[src/rtl/booth_mac.sv]
// Pipelined radix-4 Booth multiply-accumulate unit with runtime operand
// signedness, valid/ready streaming and a sticky-overflow accumulator.
module booth_mac #(
  parameter int M_W            = 8,
  parameter int N_W            = 8,
  parameter int ROWS_PER_STAGE = 2,
  parameter int ACC_W          = 32
) (
  input  logic               clk,
  input  logic               rst,
  input  logic               in_valid,
  output logic               in_ready,
  input  logic [M_W-1:0]     a,
  input  logic [N_W-1:0]     b,
  input  logic               a_signed,
  input  logic               b_signed,
  input  logic               acc_en,
  input  logic               acc_clr,
  output logic               out_valid,
  input  logic               out_ready,
  output logic [M_W+N_W-1:0] prod,
  output logic [ACC_W-1:0]   acc,
  output logic               acc_ovf
);

  localparam int NX  = (N_W % 2 == 1) ? N_W + 1 : N_W + 2;
  localparam int RHO = NX / 2;
  localparam int S   = (RHO + ROWS_PER_STAGE - 1) / ROWS_PER_STAGE;
  localparam int P   = M_W + N_W;
  localparam int AW  = M_W + 1;
  localparam int BW  = NX + 1;

  // Stage 0 captures the raw beat; stages 1..S each retire up to
  // ROWS_PER_STAGE Booth rows. Sums are kept mod 2^P, which is exact
  // because every supported product fits in P bits.
  logic [S:0]   v, en, clr, sg;
  logic [AW-1:0] ar [0:S-1];
  logic [BW-1:0] br [0:S-1];
  logic [P-1:0]  sr [0:S];
  logic [P-1:0]  nsum [1:S];

  logic adv;
  assign adv      = !out_valid | out_ready;
  assign in_ready = adv;

  function automatic logic [P-1:0] row_pp(
    input logic [AW-1:0] x,
    input logic [BW-1:0] bx,
    input int            r
  );
    logic [2:0]   d;
    logic [P-1:0] xe;
    logic [P-1:0] t;
    d  = 3'(bx >> (2 * r));
    xe = P'(signed'(x));
    case (d)
      3'b001, 3'b010: t = xe;
      3'b011:         t = xe << 1;
      3'b100:         t = -(xe << 1);
      3'b101, 3'b110: t = -xe;
      default:        t = '0;
    endcase
    return t << (2 * r);
  endfunction

  // Add this stage's Booth rows onto the partial sum from the stage before.
  always_comb begin
    logic [P-1:0] t;
    int r;
    for (int s = 1; s <= S; s++) begin
      t = sr[s-1];
      for (int j = 0; j < ROWS_PER_STAGE; j++) begin
        r = (s - 1) * ROWS_PER_STAGE + j;
        if (r < RHO) t = t + row_pp(ar[s-1], br[s-1], r);
      end
      nsum[s] = t;
    end
  end

  logic [ACC_W-1:0] ext;
  logic [ACC_W:0]   sum;
  logic             ovf_add;

  // Extend the finished product and form the accumulate with its overflow.
  always_comb begin
    ext = sg[S] ? ACC_W'(signed'(sr[S])) : ACC_W'(sr[S]);
    sum = {1'b0, acc} + {1'b0, ext};
    if (sg[S])
      ovf_add = (acc[ACC_W-1] == ext[ACC_W-1]) &&
                (sum[ACC_W-1] != acc[ACC_W-1]);
    else
      ovf_add = sum[ACC_W];
  end

  // Pipeline advance and output/accumulator register; all hold on stall.
  always_ff @(posedge clk or posedge rst) begin
    if (rst) begin
      v         <= '0;
      en        <= '0;
      clr       <= '0;
      sg        <= '0;
      for (int s = 0; s < S; s++) begin
        ar[s] <= '0;
        br[s] <= '0;
      end
      for (int s = 0; s <= S; s++) sr[s] <= '0;
      out_valid <= 1'b0;
      prod      <= '0;
      acc       <= '0;
      acc_ovf   <= 1'b0;
    end else if (adv) begin
      v     <= {v[S-1:0], in_valid};
      en    <= {en[S-1:0], acc_en};
      clr   <= {clr[S-1:0], acc_clr};
      sg    <= {sg[S-1:0], a_signed | b_signed};
      ar[0] <= {a_signed & a[M_W-1], a};
      br[0] <= {NX'(signed'({b_signed & b[N_W-1], b})), 1'b0};
      for (int s = 1; s < S; s++) begin
        ar[s] <= ar[s-1];
        br[s] <= br[s-1];
      end
      sr[0] <= '0;
      for (int s = 1; s <= S; s++) sr[s] <= nsum[s];
      out_valid <= v[S];
      if (v[S]) begin
        prod <= sr[S];
        if (clr[S]) begin
          acc     <= ext;
          acc_ovf <= 1'b0;
        end else if (en[S]) begin
          acc     <= sum[ACC_W-1:0];
          acc_ovf <= acc_ovf | ovf_add;
        end
      end
    end
  end

endmodule

[config.mk]
export PLATFORM = sky130hd
export DESIGN_NAME = booth_mac
export DESIGN_NICKNAME = d
export VERILOG_FILES = /design/src/rtl/booth_mac.sv
export SDC_FILE = /design/constraint.sdc
export NUM_CORES = 1
export LEC_CHECK = 0
export ABC_CLOCK_PERIOD_IN_PS = 7500
export CAP_MARGIN = 20
export CELL_PAD_IN_SITES_DETAIL_PLACEMENT = 0
export CELL_PAD_IN_SITES_GLOBAL_PLACEMENT = 1
export CORE_MARGIN = 2
export CORE_UTILIZATION = 46
export CTS_CLUSTER_SIZE = 25
export DETAILED_ROUTE_END_ITERATION = 8
export HOLD_SLACK_MARGIN = 0.03
export PLACE_DENSITY = 0.9
export SETUP_SLACK_MARGIN = 0.02
export SYNTH_ARGS = -nofsm -noshare
export SYNTH_HDL_FRONTEND = slang
export SYNTH_SLANG_ARGS = --single-unit
export TNS_END_PERCENT = 100
[constraint.sdc]
create_clock -name clk -period 7.5 [get_ports clk]
set_clock_uncertainty 0.2 [all_clocks]
set_input_delay 1.5 -clock clk [delete_from_list [all_inputs] [get_ports clk]]
set_output_delay 1.5 -clock clk [all_outputs]
set_load 0.02 [all_outputs]
Word level (Yosys, flattened, before mapping)
Index checks and enable logic that the tools add are counted.
{"block": "totals", "regBits": 167, "in_bits": 24, "out_inout_bits": 51, "wordCells": 86}
{"block": "op_classes", "n_addsub": 11, "n_eq_ne": 29, "n_mux": 11, "n_bitwise": 5, "reduce_logical": 13}
{"operator": "2-to-1 mux 32 bit", "n": 3}
{"operator": "adder 16 bit", "n": 4}
{"operator": "one-hot mux 14 bit (4 select lines)", "n": 1}
{"operator": "one-hot mux 12 bit (4 select lines)", "n": 1}
{"operator": "one-hot mux 16 bit (3 select lines)", "n": 1}
{"operator": "one-hot mux 10 bit (4 select lines)", "n": 1}
{"operator": "== test 3 bit (second input constant)", "n": 12}
{"operator": "adder 32 x 32 -> 33 bit", "n": 1}
{"operator": "negator 16 bit", "n": 2}
{"operator": "one-hot mux 8 bit (4 select lines)", "n": 1}
{"operator": "== test 3 x 2 -> 1 bit (second input constant)", "n": 8}
{"operator": "negator 12 bit", "n": 2}
{"operator": "negator 8 bit", "n": 2}
{"operator": "OR reduction 2 bit", "n": 8}
{"operator": "== test 3 x 1 -> 1 bit (second input constant)", "n": 4}
{"operator": "== test 2 bit (second input constant)", "n": 2}
{"operator": "2-to-1 mux 1 bit", "n": 3}
{"operator": "bitwise OR 1 bit", "n": 3}
{"operator": "AND reduction 3 bit", "n": 1}
{"operator": "AND 1 bit", "n": 2}
{"operator": "== test 2 x 1 -> 1 bit (second input constant)", "n": 1}
{"operator": "AND reduction 2 bit", "n": 1}
{"operator": "nonzero test 2 bit", "n": 1}
{"operator": "== test 1 bit", "n": 1}
{"operator": "other kinds (3)", "n": 3}

Longest topological paths before layout
Gate-level depths: netlist of the first run.
{"block": "logic_depth", "depth_word": 8, "ltp_mapped": 20, "mapped_depth_nobuf": 18}

Worst setup path before layout of the first run
Ideal clock, no wire load.
{"block": "synth_timing", "path_type": "flip-flop to flip-flop", "startpoint": "register ar[18] in the netlist's numbering", "endpoint": "register sr[47] in the netlist's numbering", "setup_ps": 137, "arrival_time_ps": 3919, "required_ps": 7163, "setup_slack_ps": 3244, "path_stages_with_launch": 20, "n_path_buf": 2, "period_less_slack_ps": 4256, "cell_sequence": "dfrtp_1 > inv_1 > ha_1 > or3b_1 > buf_2 > or3_1 > buf_2 > or3_4 > nand2_2 > xnor2_1 > a22oi_1 > nor2_1 > a221o_1 > ha_1 > nand3_1 > nand2_1 > a41o_1 > o41ai_1 > xnor2_1 > a21oi_1"}
{"block": "synth_between", "elab_chain_cells": 3, "elab_cells_between_ends": 5, "cone_classes": "add/sub: 3; mux: 2"}
{"element": "from (decl)", "line": "37", "rtl": "logic [AW-1:0] ar [0:S-1];"}
{"element": "from (signal, indexed assignment)", "line": "119", "rtl": "ar[s] <= ar[s-1];"}
{"element": "negator 16 bit (on tied branches)", "line": "60, 59"}
{"element": "one-hot mux 14 bit (4 select lines) / one-hot mux 16 bit (3 select lines) (equally long branches)", "line": "56", "rtl": "case (d)"}
{"element": "adder 16 bit (*)", "line": "74", "rtl": "if (r < RHO) t = t + row_pp(ar[s-1], br[s-1], r);"}
{"element": "to (decl)", "line": "39", "rtl": "logic [P-1:0] sr [0:S];"}
Every way passes the cells marked *; elsewhere a longest branch is shown, timed or not.
A chain may end at the register's enable or synchronous reset.

Final worst setup path of the first run
{"block": "layout_timing", "startpoint": "input port out_ready", "endpoint": "output port in_ready"}
{"block": "layout_between", "elab_chain_cells": 1}
{"element": "from (decl)", "line": "20", "rtl": "input logic out_ready,"}
{"element": "bitwise OR 1 bit", "line": "43", "rtl": "assign adv = !out_valid | out_ready;"}
{"element": "to (decl)", "line": "12", "rtl": "output logic in_ready,"}
Every way passes these cells.

==> results of run 1 <==
[final cells by class]
type / instances / area (um^2) / share of cell area (%)
Clock inverter: 15 / 179 / 1.42
Tap cell: 319 / 399 / 3.16
Sequential cell: 157 / 3930 / 31.2
Multi-Input combinational cell: 1073 / 6670 / 52.9
Inverter: 51 / 199 / 1.58
Timing Repair Buffer: 80 / 813 / 6.45
Clock buffer: 17 / 425 / 3.37
[worst paths after layout]
| kind | from | to | slack [ps] | cells after the start |
|---|---|---|---|---|
| max | out_ready | in_ready | 2550 | 4 |
| min | en[2]$_DFFE_PP0N_ | en[2]$_DFFE_PP0N_ | 270 | 2 |
| max reg2reg | ar[19]$_DFFE_PP0N_ | sr[47]$_DFFE_PP0N_ | 2820 | 17 |
| min reg2reg | en[2]$_DFFE_PP0N_ | en[2]$_DFFE_PP0N_ | 270 | 2 |
| max in group asynchronous | rst | sr[12]$_DFFE_PP0N_ | 4650 | 4 |
| min in group asynchronous | rst | acc_ovf$_DFFE_PP0P_ | 1170 | 2 |
[cell families after synthesis]
logic type | Yosys count | share of synthesized area (%)
adder cells (fa/ha/maj) | 82 | 10.1
AO/OA/AOI/OAI | 354 | 20.3
multiplexers | 24 | 2.33
XOR/XNOR | 80 | 6.38
AND/OR/NAND/NOR | 533 | 20.9
buffers and inverters | 131 | 4.63
flip-flops | 157 | 35.4
[layout by cell type (no fill, tap or decap), types with 20 or more instances in the layout]
master	Yosys	routed
nand2_1	295	295
dfrtp_1	157	157
nor2_1	116	115
o21ai_0	104	104
a21oi_1	90	90
clkdlybuf4s50_1	0	74
ha_1	69	69
xnor2_1	55	55
inv_1	51	49
xor2_1	24	24
nor3_1	22	22
nand2b_1	20	20
[layer usage]
metal / vias to the layer above / GRT usage [%] / part of all wire [%]
met5: - / 0 / 0
met4: 0 / 5.04 / 1.6
met3: 28 / 3.80 / 3.9
met2: 195 / 32.8 / 45
met1: 4459 / 30.5 / 49
li1: 4763 / - / -
[flip-flops by register name, indices dropped and copies added, names as in the netlist]
name       cells
sr            48
en             4
prod          16
ar            26
v              4
br            17
acc           32
sg             4
clr            4
out_valid      1
acc_ovf        1
[metrics by stage]
step	instances	util, %	hold slack, ps
final	1712	53.4	267
after global placement	1678	50.7	249
after global routing	1712	53.4	284
after floorplan	1361	-	239
after detailed placement	1678	50.7	255
after CTS	1710	53.2	270
[worst register-to-register path, cell delays in order, from the launching register on]
cell and delay, ps:
dfrtp_1 440, inv_1 140, ha_1 270, or3b_1 480
or3_1 460, or3_4 410, nand2_2 90, xnor2_1 90
a22oi_1 210, nor2_1 60, a221o_1 310, ha_1 370
nand3_1 110, nand2_1 50, a41o_1 230, o41ai_1 380
xnor2_1 160, a21oi_1 80
==> impl_metrics.env, run 1 <==
export IMPL_status="finished, final reports clean"
export IMPL_crit_family="buffers and inverters"
export IMPL_critPathLaunchType="input port"
export IMPL_crit_slowest_cell="clkdlybuf4s50_1"
export IMPL_n_antenna_cell=0
export IMPL_root_buffer="clkbuf_16"
export IMPL_gp_congestion=0.916
export IMPL_fmax_mhz=202
export IMPL_clockBufferDepth=2
export IMPL_dpl_instance_area_mm2=0.0120
export IMPL_grtUsageTotal_pct=21.1
export IMPL_antenna_found_initial=0
export IMPL_timing_slew_headroom_pct=37.8
export IMPL_ys_top_cells_by_area="dfrtp_1 35%, nand2_1 10%, ha_1 7.8%"
export IMPL_synthTopCellsByCount="295 x nand2_1, 157 x dfrtp_1, 116 x nor2_1"
export IMPL_firstDrtPassIters=6
export IMPL_synth_flop_cell="dfrtp_1"
export IMPL_clock_sinks=157
export IMPL_synth_edf_count=0
export IMPL_wl_per_cell_um=15.4
export IMPL_grt_first_pass_wirelength_mm=44.4
export IMPL_cts_made_buffers=17
export IMPL_synth_most_common_cell="nand2_1"
export IMPL_place_ws_ps=2560
export IMPL_ctsHoldBuffers=0
export IMPL_hold_path_class="reg2reg"
export IMPL_period_share_pct=66.1
export IMPL_worst_pin_slew_ps=932
export IMPL_fin_nets=1486
export IMPL_cts_resized_gates=0
export IMPL_std_cell_rows=56
export IMPL_dieHeight_um=159
export IMPL_finalSetupViolCount=0
export IMPL_clk_insertion_delay_late_ps=430
export IMPL_htreeDepth=4
export IMPL_cts_setup_buffers=0
export IMPL_grt_setup_unrepaired="false"
export IMPL_path_max_fanout=54
export IMPL_fin_ws_ps=2550
export IMPL_yosysTopAreaCell="dfrtp_1"
export IMPL_drtIter0Drc=642
export IMPL_arrival_ps=3250
export IMPL_post_drt_via_cell_ratio=5.52
export IMPL_grt_overflow=0
export IMPL_grt_max_degree=119
export IMPL_drc=0
export IMPL_drv_slew=0
export IMPL_avgSynthCellArea_um2=8.16
export IMPL_path_buf_inv=3
export IMPL_synth_area_mm2=0.0111
export IMPL_clk_pin_slew_ps=70
export IMPL_synth_nets=1467
export IMPL_ys_seq_elements=157
export IMPL_crit_chain="clkdlybuf4s50_1 > nor2b_4 > inv_4 > clkdlybuf4s50_1"
export IMPL_synthArstFlopShare_pct=100
export IMPL_fin_tns_setup_ps=0
export IMPL_synthDistinctLibCells=70
export IMPL_netlist_area_leader_share_pct=35.4
export IMPL_ys_seq_area_share_pct=35.4
export IMPL_core_area_mm2=0.0236
export IMPL_tritoncts="built"
export IMPL_wl_mm=26.4
export IMPL_grt_pass1_vias=8703
export IMPL_top_level_ports=75
export IMPL_drive_gt1_share_pct=5.31
export IMPL_crit_required_ps=5800
export IMPL_synthCells=1361
export IMPL_floorplan_initialDensity_pct=47.0
export IMPL_crit_path_end_kind="primary output"
export IMPL_yosysWarnings=0
export IMPL_maxCapViolCount=0
export IMPL_portBuffers=74
export IMPL_crit_path_frequent_cell="clkdlybuf4s50_1"
export IMPL_crit_type="in2out"
export IMPL_num_vias=9445
export IMPL_die_area_mm2=0.0254
export IMPL_period_minus_slack_ps=4950
export IMPL_finalHoldViolCount=0
export IMPL_post_route_cell_area_mm2=0.0126
export IMPL_antenna_left=0
export IMPL_cpPeakStageDelay_ps=730
export IMPL_die_w_um=159
export IMPL_area_delta_synth_final_pct=13.6
export IMPL_fillers=2221
export IMPL_dpl_hpwl_mm=18.9
Power of run 1 is not shown: default switching activity piles up to over one toggle a cycle in this logic, so the estimate is an artifact.
==> inputs of run 2 (changes only) <==
Settings changed: ABC_CLOCK_PERIOD_IN_PS 7500 to 5000.
Clock period 7.5 ns to 5 ns, I/O delays scaled along.
==> run 2 against run 1 <==
Effect of this change: utilization grew 0.40 points; sequential share of layout area shrank 0.23 points; non-clock buffer count increased by 13; register-to-register slack got worse by 2500 ps; global-route usage up 0.57 points; routed wire length grew 2.5%; die area did not move; worst setup slack lost 2200 ps; critical path depth increased by 13; via count is 1.6% higher; critical endpoint is now sr[47]$_DFFE_PP0N_; largest cell class unchanged.
==> impl_metrics.env, run 2 (same netlist as run 1, synthesis figures left out) <==
export IMPL_area_delta_synth_final_pct=14.5
export IMPL_crit_path_end_kind="flip-flop"
export IMPL_portBuffers=74
export IMPL_antenna_found_initial=0
export IMPL_tritoncts="built"
export IMPL_grt_first_pass_wirelength_mm=45.7
export IMPL_cts_resized_gates=0
export IMPL_drive_gt1_share_pct=6.05
export IMPL_fillers=2230
export IMPL_period_minus_slack_ps=4670
export IMPL_finalSetupViolCount=0
export IMPL_multiInputGateArea_mm2=0.00667
export IMPL_seq_area_mm2=0.00393
export IMPL_grtUsageTotal_pct=21.6
export IMPL_wl_mm=27.0
export IMPL_die_w_um=159
export IMPL_clk_insertion_delay_late_ps=430
export IMPL_crit_required_ps=5080
export IMPL_critPathLaunchType="flip-flop"
export IMPL_hold_path_class="reg2reg"
export IMPL_finalHoldViolCount=0
export IMPL_grt_overflow=0
export IMPL_worst_pin_slew_ps=1000
export IMPL_crit_slowest_cell="or3b_1"
export IMPL_gp_congestion=0.936
export IMPL_fin_nets=1499
export IMPL_reg_top3="sr (48), acc (32), ar (26)"
export IMPL_grt_setup_unrepaired="false"
export IMPL_crit_type="reg2reg"
export IMPL_maxCapViolCount=0
export IMPL_period_share_pct=93.4
export IMPL_clock_sinks=157
export IMPL_fin_tns_setup_ps=0
export IMPL_timing_slew_headroom_pct=33.3
export IMPL_n_antenna_cell=0
export IMPL_cts_made_buffers=17
export IMPL_cts_setup_buffers=0
export IMPL_htreeDepth=4
export IMPL_final_common_cell="nand2_1"
export IMPL_largest_reg_flops=48
export IMPL_wl_per_cell_um=15.7
export IMPL_firstDrtPassIters=5
export IMPL_layout_common_cells="295 x nand2_1, 157 x dfrtp_1, 115 x nor2_1"
export IMPL_status="finished, final reports clean"
export IMPL_antenna_left=0
export IMPL_regMostFlops="sr"
export IMPL_clockBufferDepth=2
export IMPL_dpl_hpwl_mm=19.5
export IMPL_die_area_mm2=0.0254
export IMPL_grt_max_degree=93
export IMPL_arrival_ps=4750
export IMPL_path_max_fanout=6
export IMPL_drtIter0Drc=567
export IMPL_clk_pin_slew_ps=70
export IMPL_core_area_mm2=0.0236
export IMPL_root_buffer="clkbuf_16"
export IMPL_dieHeight_um=159
export IMPL_top_level_ports=75
export IMPL_drc=0
export IMPL_post_drt_via_cell_ratio=5.57
export IMPL_ctsHoldBuffers=0
export IMPL_num_vias=9596
export IMPL_grt_pass1_vias=9094
export IMPL_drv_slew=0
export IMPL_std_cell_rows=56
export IMPL_cpPeakStageDelay_ps=470
export IMPL_fin_util_pct=53.8
export IMPL_floorplan_initialDensity_pct=47.0
export IMPL_crit_chain="inv_1 > ha_1 > or3b_1 > or3_1 > or3_4 > nand2_2 > xnor2_1 > a22oi_1 > nor2_1 > a221o_1 > ha_1 > nand3_1 > nand2_1 > a41o_1 > o41ai_1 > xnor2_1 > a21oi_1"
export IMPL_fmax_mhz=214
export IMPL_hold_slack_ps=266
## run 2: cell count changes in the layout (fill, tap and decap cells not counted), moves of 2 or more
| cell | delta |
|---|---|
| buf_4 | +13 |
| inv_8 | -3 |
| buf_12 | +2 |
| inv_6 | -2 |
## run 2: per-stage QoR
step           instance area [um^2]  setup slack [ps]  instances
6_report                      12700               329       1724
5_1_grt                       12700              43.6       1724
4_1_cts                       12700               344       1723
3_5_place_dp                  12100               353       1692
3_3_place_gp                  12100               543       1692
2_1_floorplan                 11100               744       1361
## run 2: path summary, 6_finish.rpt
path,slack (ps),from,end,depth (start not counted)
max,330,ar[18]$_DFFE_PP0N_,sr[47]$_DFFE_PP0N_,17
min,270,sg[2]$_DFFE_PP0N_,sg[2]$_DFFE_PP0N_,2
max reg2reg,330,ar[18]$_DFFE_PP0N_,sr[47]$_DFFE_PP0N_,17
min reg2reg,270,sg[2]$_DFFE_PP0N_,sg[2]$_DFFE_PP0N_,2
max in group asynchronous,3080,rst,br[18]$_DFFE_PP0N_,4
min in group asynchronous,620,rst,en[0]$_DFFE_PP0N_,2
## run 2: layout make-up
| cell class | count | area share, % |
|---|---|---|
| timing repair buffer | 93 | 7.15 |
| clock buffer | 19 | 3.49 |
| multi-input combinational | 1073 | 52.5 |
| inverter | 51 | 1.56 |
| tap | 319 | 3.14 |
| sequential | 157 | 30.9 |
| clock inverter | 12 | 1.28 |
## run 2: worst max-delay path, delay by kind of cell (launching register included)
kind / cells / cell delay, ps
AO/OA/AOI/OAI: 5 / 1200
XOR/XNOR: 2 / 250
adder cells (fa/ha/maj): 2 / 630
buffers and inverters: 1 / 170
flip-flops: 1 / 410
AND/OR/NAND/NOR: 7 / 1650
## run 2: metal layers
metal,wire (um),GRT usage (%),vias to the layer above
met5,0,0,-
met2,12600,35.3,261
met1,12800,30.2,4538
li1,-,-,4769
met4,389,5.50,0
met3,1160,3.28,28
Power of run 2 is left out for the same reason.
==> variant (flow settings as in run 1) <==
Put one more register stage on the output `acc_ovf`, with the module's reset. The value now appears one clock later. The other outputs are not delayed to match.
--- a/src/rtl/booth_mac.sv
+++ b/src/rtl/booth_mac.sv
@@ -31,2 +31,4 @@
   localparam int BW  = NX + 1;
+
+  logic acc_ovf_s0;
 
@@ -109,3 +111,3 @@
       acc       <= '0;
-      acc_ovf   <= 1'b0;
+      acc_ovf_s0 <= 1'b0;
     end else if (adv) begin
@@ -128,6 +130,6 @@
           acc     <= ext;
-          acc_ovf <= 1'b0;
+          acc_ovf_s0 <= 1'b0;
         end else if (en[S]) begin
           acc     <= sum[ACC_W-1:0];
-          acc_ovf <= acc_ovf | ovf_add;
+          acc_ovf_s0 <= acc_ovf_s0 | ovf_add;
         end
@@ -137,2 +139,10 @@
 
+  always_ff @(posedge clk or posedge rst) begin
+    if (rst) begin
+      acc_ovf <= '0;
+    end else begin
+      acc_ovf <= acc_ovf_s0;
+    end
+  end
+
 endmodule
Behaviour: not the same (Yosys sat finds a counterexample within 10 cycles, from zero or initial values and one cycle with rst high).
==> variant against run 1 <==
Wire length fell by 0.63%. Sequential cell count up 1. Area after synthesis hardly changed. Fmax increased by 1.1%. Final area hardly changed. Hold slack got worse by 0.034 ns. Global-route usage shrank 0.088 points. Setup slack gained 0.056 ns. Critical endpoint unchanged. Highest routed layer unchanged.
Power is left out: the tool's default activity adds up to more than one toggle a clock period on the data nets, which glitch-free logic cannot reach.
==> variant: results (changes against run 1) <==
metric;value;unit;change
Inserted Diodes;0;;unchanged
WP data arrival;3.20;ns;was 3.25 ns
largest stage delay on the critical path;0.71;ns;was 0.73 ns
post-synthesis cell count;1364;;was 1361
max reg flops;48;;unchanged
met2 wire length;11.8;mm;was 11.9 mm
Yosys cell types;69;;was 70
Seq/Total Area, Yosys;35.6;%;was 35.4%
highest routed layer;met4;;unchanged
CTS Buf Count;17;;unchanged
CP max FO;57;;was 54
Slew @ Worst Pin;0.950;ns;was 0.932 ns
Iteration-0 DRC Markers;563;;was 642
layout cells sized above 1;5.30;%;was 5.31%
largest net degree at the start of global routing;92;;was 119
antenna violations before repair;0;;unchanged
vias in the first global route;8663;;was 8703
WL met1;12.5;mm;was 13.0 mm
1st-pass router iterations;5;;was 6
number of fill cells;2238;;was 2221
Synth area leaders;dfrtp_1 (36%), nand2_1 (10%), ha_1 (7.8%);;was dfrtp_1 (35%), nand2_1 (10%), ha_1 (7.8%)
Finished Layout Cells;1715;;was 1712
Post CTS Setup Buffer Count;0;;unchanged
first-pass GRT wire length;44.1;mm;was 44.4 mm
Worst path slowest cell;clkdlybuf4s50_1;;unchanged
met3 wire len;1.38;mm;was 1.02 mm
gpl congestion;0.908;;was 0.916
post-DP HPWL;18.8;mm;was 18.9 mm
Hold Path Class;flip-flop to flip-flop;;unchanged
Largest delay share family, worst path;buffers and inverters;;unchanged
Synth top cells by count;nand2_1 (299), dfrtp_1 (158), nor2_1 (118);;was nand2_1 (295), dfrtp_1 (157), nor2_1 (116)
Port Buffers;74;;unchanged
Routed wire per std cell;15.3;um;was 15.4 um
Top FF cell, synth;dfrtp_1;;unchanged
clock root buffer master;clkbuf_16;;unchanged
GRT Overall Usage;21.0;%;was 21.1%
Via density;5.48;;was 5.52
Post-Synthesis Net Count;1470;;was 1467
post-CTS resize count;0;;unchanged
outcome;complete, no violations;;unchanged
H-Tree Depth;4;;unchanged
-- variant: kinds of logic (layout without fill, tap and decap cells) --
family                   after synthesis  count (layout)  share of synthesized area, %
adder cells (fa/ha/maj)               82              82                          10.1
XOR/XNOR                              81              81                          6.45
flip-flops                           158             158                          35.6
buffers and inverters                132             164                          4.63
AND/OR/NAND/NOR                      537             537                          20.8
AO/OA/AOI/OAI                        352             352                          20.2
multiplexers                          22              22                          2.15
-- variant: final timing paths --
check / start / cells after the start / end / slack [ns]
max in group asynchronous: rst / 3 / sr[38]$_DFFE_PP0N_ / 4.29
max reg2reg: ar[18]$_DFFE_PP0N_ / 17 / sr[47]$_DFFE_PP0N_ / 2.86
min reg2reg: acc_ovf_s0$_DFFE_PP0P_ / 0 / acc_ovf$_DFF_PP0_ / 0.23
max: out_ready / 4 / in_ready / 2.60
min in group asynchronous: rst / 2 / out_valid$_DFFE_PP0N_ / 1.40
min: acc_ovf_s0$_DFFE_PP0P_ / 0 / acc_ovf$_DFF_PP0_ / 0.23
-- variant: through the flow --
stage               setup WS, ns  cell area (um^2)
floorplan                   1.54             11100
global placement            2.61             12000
detailed placement          2.58             12000
CTS                         2.59             12600
global route                2.53             12600
finish                      2.60             12600
-- variant: per-layer routing --
metal | up-vias | track usage (%)
li1 | 4766 | -
met1 | 4338 | 30.3
met2 | 267 | 32.4
met3 | 33 | 3.02
met4 | 0 | 6.98
met5 | - | 0
-- variant: layout make-up --
cell class                 count  share of cell area (%)
multi-input combinational   1074                    52.8
tap                          319                    3.17
timing repair buffer          81                    6.35
inverter                      51                    1.58
clock buffer                  17                    3.38
sequential                   158                    31.4
clock inverter                15                    1.39
